<file path="config.mk">
export PLATFORM = sky130hd
export DESIGN_NAME = game_sequencer_flat
export DESIGN_NICKNAME = d
export VERILOG_FILES = /design/src/rtl/game_sequencer_if.sv /design/src/rtl/game_sequencer.sv /design/src/flat_wrapper.sv
export SDC_FILE = /design/constraint.sdc
export NUM_CORES = 1
export LEC_CHECK = 0
export ABC_AREA = 1
export BUFFER_PORTS_ARGS = -buffer_cell sky130_fd_sc_hd__buf_2
export CAP_MARGIN = 40
export CORE_ASPECT_RATIO = 0.6
export CORE_MARGIN = 2
export CORE_UTILIZATION = 52
export DETAILED_ROUTE_END_ITERATION = 8
export PLACE_DENSITY = 0.81
export SYNTH_ARGS = -nofsm -noshare
export SYNTH_HDL_FRONTEND = slang
export SYNTH_SLANG_ARGS = --single-unit
</file>
<file path="constraint.sdc">
create_clock -name clk -period 1.6 [get_ports clk]
set_input_delay 0.08 -clock clk [delete_from_list [all_inputs] [get_ports clk]]
set_output_delay 0.08 -clock clk [all_outputs]
set_load 0.005 [all_outputs]
</file>
<file path="src/rtl/game_sequencer_if.sv">
// -----------------------------------------------------------------------------
// game_sequencer_if
// Bundles the player/playfield status inputs and the sequencer control/status
// outputs of the snake game sequencer.
//   master : the surrounding game logic (drives go/overlap/wall_hit/self_hit,
//            observes the sequencer outputs)
//   slave  : the game_sequencer itself
// Signals:
//   go          player begin/restart request (level)
//   overlap     snake head is on the food
//   wall_hit    snake head left the playfield
//   self_hit    snake head hit its own body
//   food_start  hold/initialise the food block
//   food_update one-cycle request to relocate the food
//   move_en     one-cycle snake step strobe
//   grow        one-cycle snake extend strobe
//   score       foods eaten this game
//   state       current sequencer state encoding
//   game_over   high while the game is over
//   win         high while over after reaching the maximum score
// -----------------------------------------------------------------------------
interface game_sequencer_if;
    logic       go;
    logic       overlap;
    logic       wall_hit;
    logic       self_hit;
    logic       food_start;
    logic       food_update;
    logic       move_en;
    logic       grow;
    logic [7:0] score;
    logic [2:0] state;
    logic       game_over;
    logic       win;

    modport master (
        output go, overlap, wall_hit, self_hit,
        input  food_start, food_update, move_en, grow, score, state, game_over, win
    );

    modport slave (
        input  go, overlap, wall_hit, self_hit,
        output food_start, food_update, move_en, grow, score, state, game_over, win
    );
endinterface

</file>
<file path="src/rtl/game_sequencer.sv">
// -----------------------------------------------------------------------------
// game_sequencer
// Top-level control FSM for a snake game: waits for the player, initialises a
// round, paces snake movement with a tick divider, handles eating/food
// relocation and ends the game on collision or on reaching MAX_SCORE.
// Ports:
//   clk    system clock, rising edge
//   start  synchronous active-high reset
//   bus    game_sequencer_if.slave (status inputs, control/status outputs)
// Parameters:
//   TICK_DIV   clk cycles per snake step (2..65535)
//   MAX_SCORE  score that ends the game as a win
// Every output comes straight from a register; the registers are loaded from
// the next-state decode so each output matches the state it is shown with.
// -----------------------------------------------------------------------------
module game_sequencer #(
    parameter int TICK_DIV  = 4,
    parameter int MAX_SCORE = 99
) (
    input  logic             clk,
    input  logic             start,
    game_sequencer_if.slave  bus
);

    typedef enum logic [2:0] {
        ST_IDLE  = 3'd0,
        ST_INIT  = 3'd1,
        ST_PLAY  = 3'd2,
        ST_EAT   = 3'd3,
        ST_RELOC = 3'd4,
        ST_OVER  = 3'd5
    } state_t;

    localparam logic [15:0] TICK_LAST = 16'(TICK_DIV - 1);
    localparam logic [7:0]  SCORE_MAX = 8'(MAX_SCORE);
    // The wait counter is 0 in the first RELOC cycle; a re-pulse decided at
    // count 14 becomes visible in the 16th RELOC cycle, i.e. 16 cycles after
    // the previous food_update. The 4-bit wrap restarts the wait by itself.
    localparam logic [3:0]  WAIT_LAST = 4'd14;

    state_t      r_state;
    logic [15:0] r_tick;
    logic [3:0]  r_wait;
    logic [7:0]  r_score;
    logic        r_win;
    logic        r_game_over;
    logic        r_food_start;
    logic        r_food_update;
    logic        r_move_en;
    logic        r_grow;

    state_t      w_next_state;
    logic        w_collide;
    logic        w_tick_wrap;

    assign w_collide   = bus.wall_hit | bus.self_hit;
    assign w_tick_wrap = (r_tick == TICK_LAST);

    // Next-state decode; collisions outrank food in PLAY and RELOC.
    always_comb begin
        w_next_state = r_state;
        case (r_state)
            ST_IDLE: begin
                if (bus.go) begin
                    w_next_state = ST_INIT;
                end else begin
                    w_next_state = ST_IDLE;
                end
            end
            ST_INIT: begin
                w_next_state = ST_PLAY;
            end
            ST_PLAY: begin
                if (w_collide) begin
                    w_next_state = ST_OVER;
                end else if (bus.overlap) begin
                    w_next_state = ST_EAT;
                end else begin
                    w_next_state = ST_PLAY;
                end
            end
            ST_EAT: begin
                // score was already incremented on entry to EAT
                if (r_score >= SCORE_MAX) begin
                    w_next_state = ST_OVER;
                end else begin
                    w_next_state = ST_RELOC;
                end
            end
            ST_RELOC: begin
                if (w_collide) begin
                    w_next_state = ST_OVER;
                end else if (!bus.overlap) begin
                    w_next_state = ST_PLAY;
                end else begin
                    w_next_state = ST_RELOC;
                end
            end
            ST_OVER: begin
                if (bus.go) begin
                    w_next_state = ST_INIT;
                end else begin
                    w_next_state = ST_OVER;
                end
            end
            default: begin
                w_next_state = ST_IDLE;
            end
        endcase
    end

    // State, counters and registered outputs; start overrides everything.
    always_ff @(posedge clk) begin
        if (start) begin
            r_state       <= ST_IDLE;
            r_tick        <= 16'd0;
            r_wait        <= 4'd0;
            r_score       <= 8'd0;
            r_win         <= 1'b0;
            r_game_over   <= 1'b0;
            r_food_start  <= 1'b1;
            r_food_update <= 1'b0;
            r_move_en     <= 1'b0;
            r_grow        <= 1'b0;
        end else begin
            r_state <= w_next_state;

            // tick divider only runs while playing; frozen elsewhere
            if (w_next_state == ST_INIT) begin
                r_tick <= 16'd0;
            end else if (r_state == ST_PLAY) begin
                r_tick <= w_tick_wrap ? 16'd0 : (r_tick + 16'd1);
            end else begin
                r_tick <= r_tick;
            end

            // every RELOC cycle after the first is an overlap cycle, so the
            // wait counter just counts RELOC cycles
            if (r_state == ST_RELOC) begin
                r_wait <= r_wait + 4'd1;
            end else begin
                r_wait <= 4'd0;
            end

            if (w_next_state == ST_INIT) begin
                r_score <= 8'd0;
            end else if ((w_next_state == ST_EAT) && (r_score < SCORE_MAX)) begin
                r_score <= r_score + 8'd1;
            end else begin
                r_score <= r_score;
            end

            if (w_next_state == ST_INIT) begin
                r_win <= 1'b0;
            end else if ((r_state == ST_EAT) && (w_next_state == ST_OVER)) begin
                r_win <= 1'b1;
            end else begin
                r_win <= r_win;
            end

            r_game_over   <= (w_next_state == ST_OVER);
            r_food_start  <= (w_next_state == ST_IDLE) || (w_next_state == ST_INIT);
            r_grow        <= (w_next_state == ST_EAT);
            r_food_update <= (w_next_state == ST_EAT) ||
                             ((r_state == ST_RELOC) && (w_next_state == ST_RELOC) &&
                              (r_wait == WAIT_LAST));
            // a wrap on a cycle that leaves PLAY produces no step
            r_move_en     <= (r_state == ST_PLAY) && (w_next_state == ST_PLAY) && w_tick_wrap;
        end
    end

    assign bus.state       = r_state;
    assign bus.score       = r_score;
    assign bus.win         = r_win;
    assign bus.game_over   = r_game_over;
    assign bus.food_start  = r_food_start;
    assign bus.food_update = r_food_update;
    assign bus.move_en     = r_move_en;
    assign bus.grow        = r_grow;

endmodule

</file>
<file path="src/flat_wrapper.sv">
// flat-port wrapper written by rule: the top's interface ports become plain ports
module game_sequencer_flat 
#(
    parameter int TICK_DIV  = 4,
    parameter int MAX_SCORE = 99
)
  (clk, start, bus_go, bus_overlap, bus_wall_hit, bus_self_hit, bus_food_start, bus_food_update, bus_move_en, bus_grow, bus_score, bus_state, bus_game_over, bus_win);
  game_sequencer_if bus_i ();
  input  logic clk;
  input  logic start;
  input wire logic [$bits(bus_i.go)-1:0] bus_go;
  input wire logic [$bits(bus_i.overlap)-1:0] bus_overlap;
  input wire logic [$bits(bus_i.wall_hit)-1:0] bus_wall_hit;
  input wire logic [$bits(bus_i.self_hit)-1:0] bus_self_hit;
  output wire logic [$bits(bus_i.food_start)-1:0] bus_food_start;
  output wire logic [$bits(bus_i.food_update)-1:0] bus_food_update;
  output wire logic [$bits(bus_i.move_en)-1:0] bus_move_en;
  output wire logic [$bits(bus_i.grow)-1:0] bus_grow;
  output wire logic [$bits(bus_i.score)-1:0] bus_score;
  output wire logic [$bits(bus_i.state)-1:0] bus_state;
  output wire logic [$bits(bus_i.game_over)-1:0] bus_game_over;
  output wire logic [$bits(bus_i.win)-1:0] bus_win;
  assign bus_i.go = bus_go;
  assign bus_i.overlap = bus_overlap;
  assign bus_i.wall_hit = bus_wall_hit;
  assign bus_i.self_hit = bus_self_hit;
  assign bus_food_start = bus_i.food_start;
  assign bus_food_update = bus_i.food_update;
  assign bus_move_en = bus_i.move_en;
  assign bus_grow = bus_i.grow;
  assign bus_score = bus_i.score;
  assign bus_state = bus_i.state;
  assign bus_game_over = bus_i.game_over;
  assign bus_win = bus_i.win;
  game_sequencer #(.TICK_DIV(TICK_DIV), .MAX_SCORE(MAX_SCORE)) u_core (.clk(clk), .start(start), .bus(bus_i));
endmodule
</file>
==> flow_metrics.tcl <==
set metrics [dict create \
    final_common_cell "nand2_1" \
    end_kind "register" \
    avgSynthCellArea_um2 7.03 \
    fillers 308 \
    cts_buffers 5 \
    yosys.area.top_type "dfxtp_1" \
    cts_tree "built" \
    ff2ff_path_depth 8 \
    grt_pass1_wl_um 7440 \
    dp_cells 359 \
    reg2reg_from "u_core.bus.score[1]" \
    r2r_end "u_core.bus.score[0]" \
    r2r_slack_ns 0.09 \
    async_reset_ff_share_pct 0 \
    ir_drop_v 0.000502 \
    syn_inst 281 \
    maxCapViolations 0 \
    grt_setup_unrepaired "yes" \
    skew_ns 0.00640 \
    fin_crit_ns 1.51 \
    clk_latency_ns 0.29 \
    grt_max_degree 26 \
    worstMarginPinSlew_ns 0.277 \
    routabilityCongestion 0.911 \
    setup_viol 0 \
    cp_max_fo 9 \
    route.detailed.drc 0 \
    total_power_mw 2.12 \
    dpl.hpwl_um 3320 \
    synth_area_mm2 0.00197 \
    first_pass_iters 5 \
    drive_gt1_share_pct 23.4 \
    path_clk_slew_ns 0.07 \
    ys_seq_area_share_pct 37.5 \
    final_cells 368 \
    path_class "reg -> reg" \
    overflow 0 \
    hp-class "in -> reg" \
    cp-start-kind "register" \
    fin_nets 330 \
    power_leakage_nw 0.980 \
    detail_route.iter0.violations 145 \
    routedWlPerCell_um 12.0 \
    synthTopCellsByArea "dfxtp_1, nand2_1, inv_1" \
    die_y_um 51.7 \
    wl_um 4410 \
    post-place-ws_ns -0.0112 \
    vias_per_cell 5.29 \
    final_antenna_net_count 0 \
    worstHoldPathCells 6 \
    initial_core_util_pct 54.0 \
    grt_usage_pct 21.6 \
    min_to "u_core.bus.grow" \
    cp.arrival_ns 1.72 \
    chipWidth_um 83.6 \
    clockBufferDepth 2 \
    maxSlewViolCount 0 \
    n_antenna_cell 0 \
    synth_warnings 0 \
    run_status "finished clean" \
    synth_edf_count 0 \
    finalWorstSetupSlack_ns 0.0949 \
    power.density_mw_per_mm2 898 \
    hp-start "bus_overlap" \
    grt_pass1_vias 1648 \
    synth_top_area_share_pct 37.5 \
    hold_viol 0 \
    rows 17 \
    fin_setup_tns_ns 0 \
    fmax_mhz 664 \
    die-area_mm2 0.00432 \
    io_buffers 22 \
    core_mm2 0.00366 \
    root_buffer "clkbuf_8" \
    vias 1945 \
    cp.required_ns 1.81 \
    ys_types 30 \
    utilization_pct 64.6 \
    relSlewSlack_pct 81.4 \
    clock_sinks 37 \
    synth_flop_cell "dfxtp_1" \
    area_growth_syn_to_layout_pct 19.6 \
    layout_common_cells "nand2_1, inv_1, nor2_1" \
    startpoint "u_core.bus.score[1]" \
    htreeDepth 2 \
    io_pins 23 \
    ys_ff_latch 37 \
    min_period_over_period_pct 94.1 \
    antenna_found_initial 0 \
    syn-num-nets 291 \
]
## layout make-up
type	count	area, µm²	area share (%)
Multi-Input combinational cell	197	1060	44.8
Inverter	42	158	6.67
Sequential cell	37	746	31.6
Clock inverter	1	30.0	1.27
Tap cell	47	58.8	2.49
Clock buffer	7	86.3	3.65
Timing Repair Buffer	37	225	9.53
## per-stage QoR
stage	instance area (µm²)	hold WS, ns
detailed placement	2200	0.300
global route	2360	0.307
CTS	2340	0.295
finish	2360	0.303
floorplan	1970	0.153
global placement	2200	0.306
## state kept, by name, summed over array words and instances (netlist names)
register                cells
u_core.bus.score            8
u_core.r_wait               4
u_core.bus.game_over        1
u_core.bus.food_update      1
u_core.bus.grow             1
u_core.bus.state            3
u_core.bus.move_en          1
u_core.bus.food_start       1
u_core.bus.win              1
u_core.r_tick              16
## cell usage after synthesis, types with 2 or more instances
| master | instances |
|---|---|
| a21oi_2 | 5 |
| nand3_1 | 25 |
| buf_6 | 3 |
| ha_1 | 4 |
| nor3_1 | 16 |
| inv_1 | 39 |
| inv_2 | 3 |
| nor2_1 | 39 |
| o21ai_1 | 2 |
| dfxtp_1 | 37 |
| nor3_2 | 3 |
| xor2_1 | 4 |
| nand2_2 | 2 |
| nand2_1 | 52 |
| o21ai_0 | 3 |
| nand3_2 | 4 |
| a21oi_1 | 12 |
| nand4_1 | 16 |
## cells by family after synthesis
| kind of cell | Yosys count | synth area share [%] |
|---|---|---|
| and+or+nand+nor | 164 | 40.1 |
| buffers and inverters | 47 | 10.3 |
| DFF | 37 | 37.5 |
| AOI/OAI and AO/OA | 24 | 7.35 |
| xor gates and xnor gates | 5 | 2.22 |
| adders and majority gates | 4 | 2.53 |
## worst max-delay path, stage by stage (launching register included)
cell and delay (ns):
dfxtp_2 0.34, ha_2 0.19, nand3b_1 0.20, nand3_2 0.10
nand3_2 0.11, buf_4 0.19, nand3_2 0.11, nand2_1 0.06
a21oi_1 0.13
## report_power, final
| group | switching, mW | total (mW) | internal [mW] | leakage, nW |
|---|---|---|---|---|
| clock network | 0.322 | 0.830 | 0.508 | 0.0585 |
| logic | 0.212 | 0.323 | 0.110 | 0.621 |
| registers | 0.0226 | 0.969 | 0.946 | 0.300 |
| total | 0.557 | 2.12 | 1.56 | 0.980 |
## worst max path at each step
stage | end | slack [ns]
3_3_place_gp | u_core.bus.score[2] | 0.11
4_1_cts | u_core.r_tick[3] | 0.001
6_report | u_core.bus.score[0] | 0.09
3_5_place_dp | u_core.r_tick[3] | -0.01
2_1_floorplan | u_core.bus.food_update | 0.16
5_1_grt | u_core.bus.score[0] | -0.04
## layer usage
| layer | track usage [%] | routed length, µm |
|---|---|---|
| met5 | 0 | 0 |
| met4 | 4.03 | 33 |
| met3 | 5.56 | 305 |
| met2 | 32.5 | 1760 |
| met1 | 31.6 | 2310 |
## timing repair
action,in CTS,in global routing
gates resized for setup,1,10
hold buffers,1,0
endpoints found under the hold margin,1,0
setup buffers,0,0
endpoints found under the setup margin,5,28
pin swaps,0,1
Note: power is estimated with default switching activity, not from simulation.
